===== src/rtl/filterbank_pkg.sv =====
// Shared constants and types for the serial 16-band filterbank.
package filterbank_pkg;

    localparam int NUM_TAPS  = 119;
    localparam int NUM_BANDS = 16;
    localparam int SAMPLE_W  = 10;
    localparam int OUT_W     = 27;

    // Sequencer states. DRAIN is only visited when the MAC pipeline has latency.
    typedef enum logic [2:0] {
        IDLE,
        SHIFT,
        RUN,
        DRAIN,
        DONE
    } seq_state_t;

endpackage


===== src/rtl/filterbank_sequencer.sv =====
// Per-sample sequencer for the serial filterbank: loads one sample into the
// shared delay line, steps the MAC phase through every tap pair, waits out the
// MAC pipeline and then flags the band outputs as final.
module filterbank_sequencer
    import filterbank_pkg::*;
#(
    parameter int CYCLES_PER_SAMPLE = 60,
    parameter int MAC_LAT           = 2,
    parameter int PHASE_W           = 6
) (
    input  logic               clock,
    input  logic               reset,
    input  logic               clk_enable,
    input  logic               in_valid,
    output logic               in_ready,
    input  logic               ovr_clr,
    output logic               shift_en,
    output logic [PHASE_W-1:0] phase,
    output logic               acc_clear,
    output logic               acc_en,
    output logic               out_valid,
    output logic               busy,
    output logic               overrun
);

    // The same counter walks the RUN phases and then the DRAIN cycles, so it
    // must be wide enough for both.
    localparam logic [PHASE_W-1:0] LAST_PHASE = PHASE_W'(CYCLES_PER_SAMPLE - 1);
    localparam logic [PHASE_W-1:0] LAST_DRAIN = PHASE_W'((MAC_LAT > 0) ? (MAC_LAT - 1) : 0);

    seq_state_t         state_q;
    logic [PHASE_W-1:0] cnt_q;
    logic [PHASE_W-1:0] phase_q;
    logic               in_ready_q;
    logic               shift_en_q;
    logic               acc_clear_q;
    logic               acc_en_q;
    logic               out_valid_q;
    logic               busy_q;
    logic               overrun_q;
    logic               in_valid_q;

    // A held in_valid is a source waiting for in_ready; only a newly asserted
    // in_valid while busy represents a sample that is lost.
    logic new_sample;
    assign new_sample = in_valid && !in_valid_q;

    // Sequencer FSM with all outputs registered; clk_enable=0 freezes state
    // and silences every pulse output, reset overrides the freeze.
    always_ff @(posedge clock) begin
        if (reset) begin
            state_q     <= IDLE;
            cnt_q       <= '0;
            phase_q     <= '0;
            in_ready_q  <= 1'b1;
            shift_en_q  <= 1'b0;
            acc_clear_q <= 1'b0;
            acc_en_q    <= 1'b0;
            out_valid_q <= 1'b0;
            busy_q      <= 1'b0;
            overrun_q   <= 1'b0;
            in_valid_q  <= 1'b0;
        end else if (!clk_enable) begin
            shift_en_q  <= 1'b0;
            acc_clear_q <= 1'b0;
            acc_en_q    <= 1'b0;
            out_valid_q <= 1'b0;
        end else begin
            shift_en_q  <= 1'b0;
            acc_clear_q <= 1'b0;
            acc_en_q    <= 1'b0;
            out_valid_q <= 1'b0;
            in_valid_q  <= in_valid;

            // A fresh overrun event wins over a simultaneous clear.
            if (new_sample && !in_ready_q) begin
                overrun_q <= 1'b1;
            end else if (ovr_clr) begin
                overrun_q <= 1'b0;
            end

            case (state_q)
                IDLE, DONE: begin
                    if (in_valid) begin
                        state_q    <= SHIFT;
                        shift_en_q <= 1'b1;
                        in_ready_q <= 1'b0;
                        busy_q     <= 1'b1;
                    end else begin
                        state_q    <= IDLE;
                        in_ready_q <= 1'b1;
                        busy_q     <= 1'b0;
                    end
                end
                SHIFT: begin
                    state_q     <= RUN;
                    cnt_q       <= '0;
                    phase_q     <= '0;
                    acc_en_q    <= 1'b1;
                    acc_clear_q <= 1'b1;
                end
                RUN: begin
                    if (cnt_q == LAST_PHASE) begin
                        cnt_q <= '0;
                        if (MAC_LAT == 0) begin
                            state_q     <= DONE;
                            out_valid_q <= 1'b1;
                            in_ready_q  <= 1'b1;
                        end else begin
                            state_q <= DRAIN;
                        end
                    end else begin
                        cnt_q    <= cnt_q + 1'b1;
                        phase_q  <= cnt_q + 1'b1;
                        acc_en_q <= 1'b1;
                    end
                end
                DRAIN: begin
                    // phase_q holds the last tap pair while the MAC pipeline empties.
                    if (cnt_q == LAST_DRAIN) begin
                        cnt_q       <= '0;
                        state_q     <= DONE;
                        out_valid_q <= 1'b1;
                        in_ready_q  <= 1'b1;
                    end else begin
                        cnt_q <= cnt_q + 1'b1;
                    end
                end
                default: begin
                    state_q    <= IDLE;
                    in_ready_q <= 1'b1;
                    busy_q     <= 1'b0;
                end
            endcase
        end
    end

    assign in_ready  = in_ready_q;
    assign shift_en  = shift_en_q;
    assign phase     = phase_q;
    assign acc_clear = acc_clear_q;
    assign acc_en    = acc_en_q;
    assign out_valid = out_valid_q;
    assign busy      = busy_q;
    assign overrun   = overrun_q;

endmodule


===== config.mk =====
export PLATFORM = sky130hd
export DESIGN_NAME = filterbank_sequencer
export DESIGN_NICKNAME = d
export VERILOG_FILES = /design/src/rtl/filterbank_pkg.sv /design/src/rtl/filterbank_sequencer.sv
export SDC_FILE = /design/constraint.sdc
export NUM_CORES = 1
export LEC_CHECK = 0
export BUFFER_PORTS_ARGS = -buffer_cell sky130_fd_sc_hd__buf_2
export CORE_UTILIZATION = 49
export DETAILED_ROUTE_END_ITERATION = 16
export PLACE_DENSITY = 0.71
export SLEW_MARGIN = 20
export SYNTH_ARGS = -nofsm -noshare
export SYNTH_HDL_FRONTEND = slang
export SYNTH_SLANG_ARGS = --single-unit

===== constraint.sdc =====
create_clock -name clock -period 4.35 [get_ports clock]
set_clock_uncertainty 0.2 [all_clocks]
set_input_delay 0.435 -clock clock [delete_from_list [all_inputs] [get_ports clock]]
set_output_delay 0.435 -clock clock [all_outputs]
set_load 0.02 [all_outputs]

==> results_dict.tcl <==
set metrics [dict create \
    most-common-layout-cells "dfxtp_1, buf_2, inv_1, nand2_1" \
    cp_data_arrival_time_ns 1.89 \
    setup_violations 0 \
    insertedDiodeCount 0 \
    gpl.final_weighted_congestion 0.790 \
    seq_power_share_pct 63.0 \
    gates_resized_cts_repair 0 \
    globalRouteTotalUtil_pct 19.7 \
    yosys.area.top_type_share_pct 43.4 \
    worstReg2RegStart "cnt_q[0]" \
    drt-total-wl_um 2110 \
    cts_buffer_depth 2 \
    holdPathStages 3 \
    global_route.usage.met3_pct 2.83 \
    yosys.area.top_type "dfxtp_1" \
    power_leakage_nw 0.419 \
    grt_pass1_vias 792 \
    timing.hold.worst.start "in_valid" \
    floorplan.io_pins 18 \
    achievable-frequency_mhz 534 \
    postSynthNetCount 122 \
    cp-start-kind "flop" \
    power.share.combinational_pct 8.9 \
    cts_buffers 3 \
    drive_above_1_share_pct 22.3 \
    ys_seq_elements 23 \
    clk_pin_slew_ns 0.13 \
    worst-endpoint-required_ns 4.37 \
    power_switching_w 0.0000883 \
    floorplan.die_area_um2 2350 \
    tightestPinTransition_ns 0.547 \
    grtUsageMet1_pct 25.9 \
    layout-area-overhead-vs-synth_pct 10.5 \
    clock-root-buffer "clkbuf_4" \
    synthCells 115 \
    endpoint_with_the_worst_hold_slack "in_valid_q" \
    grt_max_degree 20 \
    clock_tree.htree_level_count 1 \
    portBuffers 17 \
    final_common_cell "dfxtp_1" \
    cts_tree "yes" \
    worstSetupPathType "flop to flop" \
    dr_total_vias 851 \
    r2r_end "phase[1]" \
    worst_path_max_delay_cell "dfxtp_1" \
    total_gr_overflow 0 \
    first_pass_grt_wire_length_um 3550 \
    setup_fix_buffers_added_after_clock_tree_synthesis 0 \
    reg2reg_depth 5 \
    ff2ff_setup_slack_ns 2.48 \
    std_cell_rows 16 \
    num-nets-final 138 \
    timing_hold_violations_final 0 \
    finalMaxSlewViolations 0 \
    drc_errors 0 \
    hold_buffers 0 \
    grt_busiest_layer "met2" \
    clkLatencyLatePin_ns 0.31 \
    final_cell_area_um2 1170 \
    critPathCaptureType "flop" \
    drt-vias-per-instance 5.42 \
    critPathMaxFanout 6 \
    netlist-cell-type-count 38 \
    run_status "finished clean" \
    rsz_0062_raised_after_global_routing "no" \
    grt_antenna_before_repair 0 \
    cell_internal_pwr_w 0.000261 \
    delay_of_the_slowest_critical_path_stage_ns 0.45 \
    synth_top_flop_cell "dfxtp_1" \
    avgSynthCellArea_um2 9.22 \
    grt_use_met2_pct 32.2 \
    synthesis.area_um2 1060 \
    sw_frac_of_total_pct 25.3 \
    worst_slew_margin_rel_pct 63.2 \
    worstHoldPathType "primary input to flop" \
    postPlaceCellArea_um2 1140 \
    routed_wire_length_per_instance_um 13.4 \
    floorplan.die.width_um 48.5 \
    setup_tns_ns 0 \
    tritoncts_num_sinks 23 \
    placedCellCount 153 \
    dr.pass1.iters 4 \
    synth_edf_count 0 \
    seq_area_frac_synth_pct 43.4 \
    post-dp-hpwl_um 1530 \
    synth_top_cells_by_area "dfxtp_1, o32ai_1, inv_1" \
    share_clk_of_total_power_pct 28.1 \
    iteration_0_drc_count_of_the_detailed_router 13 \
    period_minus_slack_ns 1.87 \
    max_capacitance_violation_count 0 \
    detail-route-antenna-nets 0 \
    post-route-period-util_pct 43.0 \
    start_util_pct 52.9 \
    layoutNonFillerInstCount 157 \
    core_area_um2 2000 \
    layout.core_utilization_pct 58.5 \
    cp_cell_instances "ha_1 > nand2b_4 > o311ai_2 > a21oi_2 > o32ai_1" \
    synth-warning-count 0 \
    cellPowerDensity_nw_per_um2 298 \
    max-vdd-ir-drop_mv 0.192 \
    synth_async_sr_flop_share_pct 0 \
    die_height_um 48.5 \
]
## how the worst max path moves through the flow
stage | from | endpoint | slack, ns | cells after the start
final | cnt_q[0] | phase[1] | 2.48 | 5
after global routing | cnt_q[0] | cnt_q[5] | 2.35 | 4
after CTS | cnt_q[0] | phase[1] | 2.48 | 5
after detailed placement | reset | phase[1] | 2.47 | 4
after global placement | reset | cnt_q[2] | 2.54 | 5
after floorplan | reset | phase[4] | 2.70 | 5
## cell usage after synthesis (all sizes together) (2+ instances only)
library cell and count:
dfxtp 23, nand2 11, inv 10, o21ai 8, a21oi 7, o32ai 7
nand2b 5, nor2 5, nor3 4, buf 3, clkbuf 3, nand3 3
a211oi 2, ha 2, nor2b 2, or3 2, xnor2 2, xor2 2
## critical path: cells and delay by family, from the launching register on
kind	cells	cell delay (ns)
adders and majority gates	1	0.33
DFF	1	0.45
AOI/OAI and AO/OA	3	0.71
and+or+nand+nor	1	0.10
## through the flow
step                total power, W  hold WS (ns)  setup slack, ns
finish                    0.000350         0.208             2.48
global route              0.000364         0.204             2.35
CTS                       0.000353         0.195             2.48
detailed placement        0.000256         0.252             2.47
global placement          0.000255         0.247             2.54
floorplan                 0.000247         0.251             2.70
## metal layers
| layer | part of all wire, % | vias up |
|---|---|---|
| li1 | - | 438 |
| met1 | 48 | 400 |
| met2 | 49 | 11 |
| met3 | 2.5 | 2 |
| met4 | 0.62 | 0 |
| met5 | 0 | - |
## registers in the layout, indices dropped and copies added, names as in the netlist
name        flops
cnt_q           6
phase           6
state_q         3
acc_clear       1
acc_en          1
busy            1
in_ready        1
in_valid_q      1
out_valid       1
overrun         1
shift_en        1
## kinds of logic after synthesis
| family | share of synthesized area, % |
|---|---|
| simple gates | 21.7 |
| compound gates | 22.3 |
| flops | 43.4 |
| fa+ha+maj | 2.36 |
| xor+xnor | 3.31 |
| buf+inv | 6.85 |
## power by group through the flow
stage               clock [W]  combinational, W  sequential [W]
floorplan                   0         0.0000213        0.000226
global placement            0         0.0000306        0.000224
detailed placement          0         0.0000309        0.000225
CTS                  0.000102         0.0000311        0.000220
global route         0.000108         0.0000346        0.000221
finish              0.0000982         0.0000312        0.000220
## area by class of cell
type / count / area, µm²
Sequential cell: 23 / 460
Timing Repair Buffer: 17 / 85.1
Inverter: 10 / 37.5
Multi-Input combinational cell: 76 / 527
Clock inverter: 1 / 5.00
Fill cell: 195 / 831
Clock buffer: 3 / 22.5
Tap cell: 27 / 33.8
No activity file was read; power rests on OpenSTA's default activity.
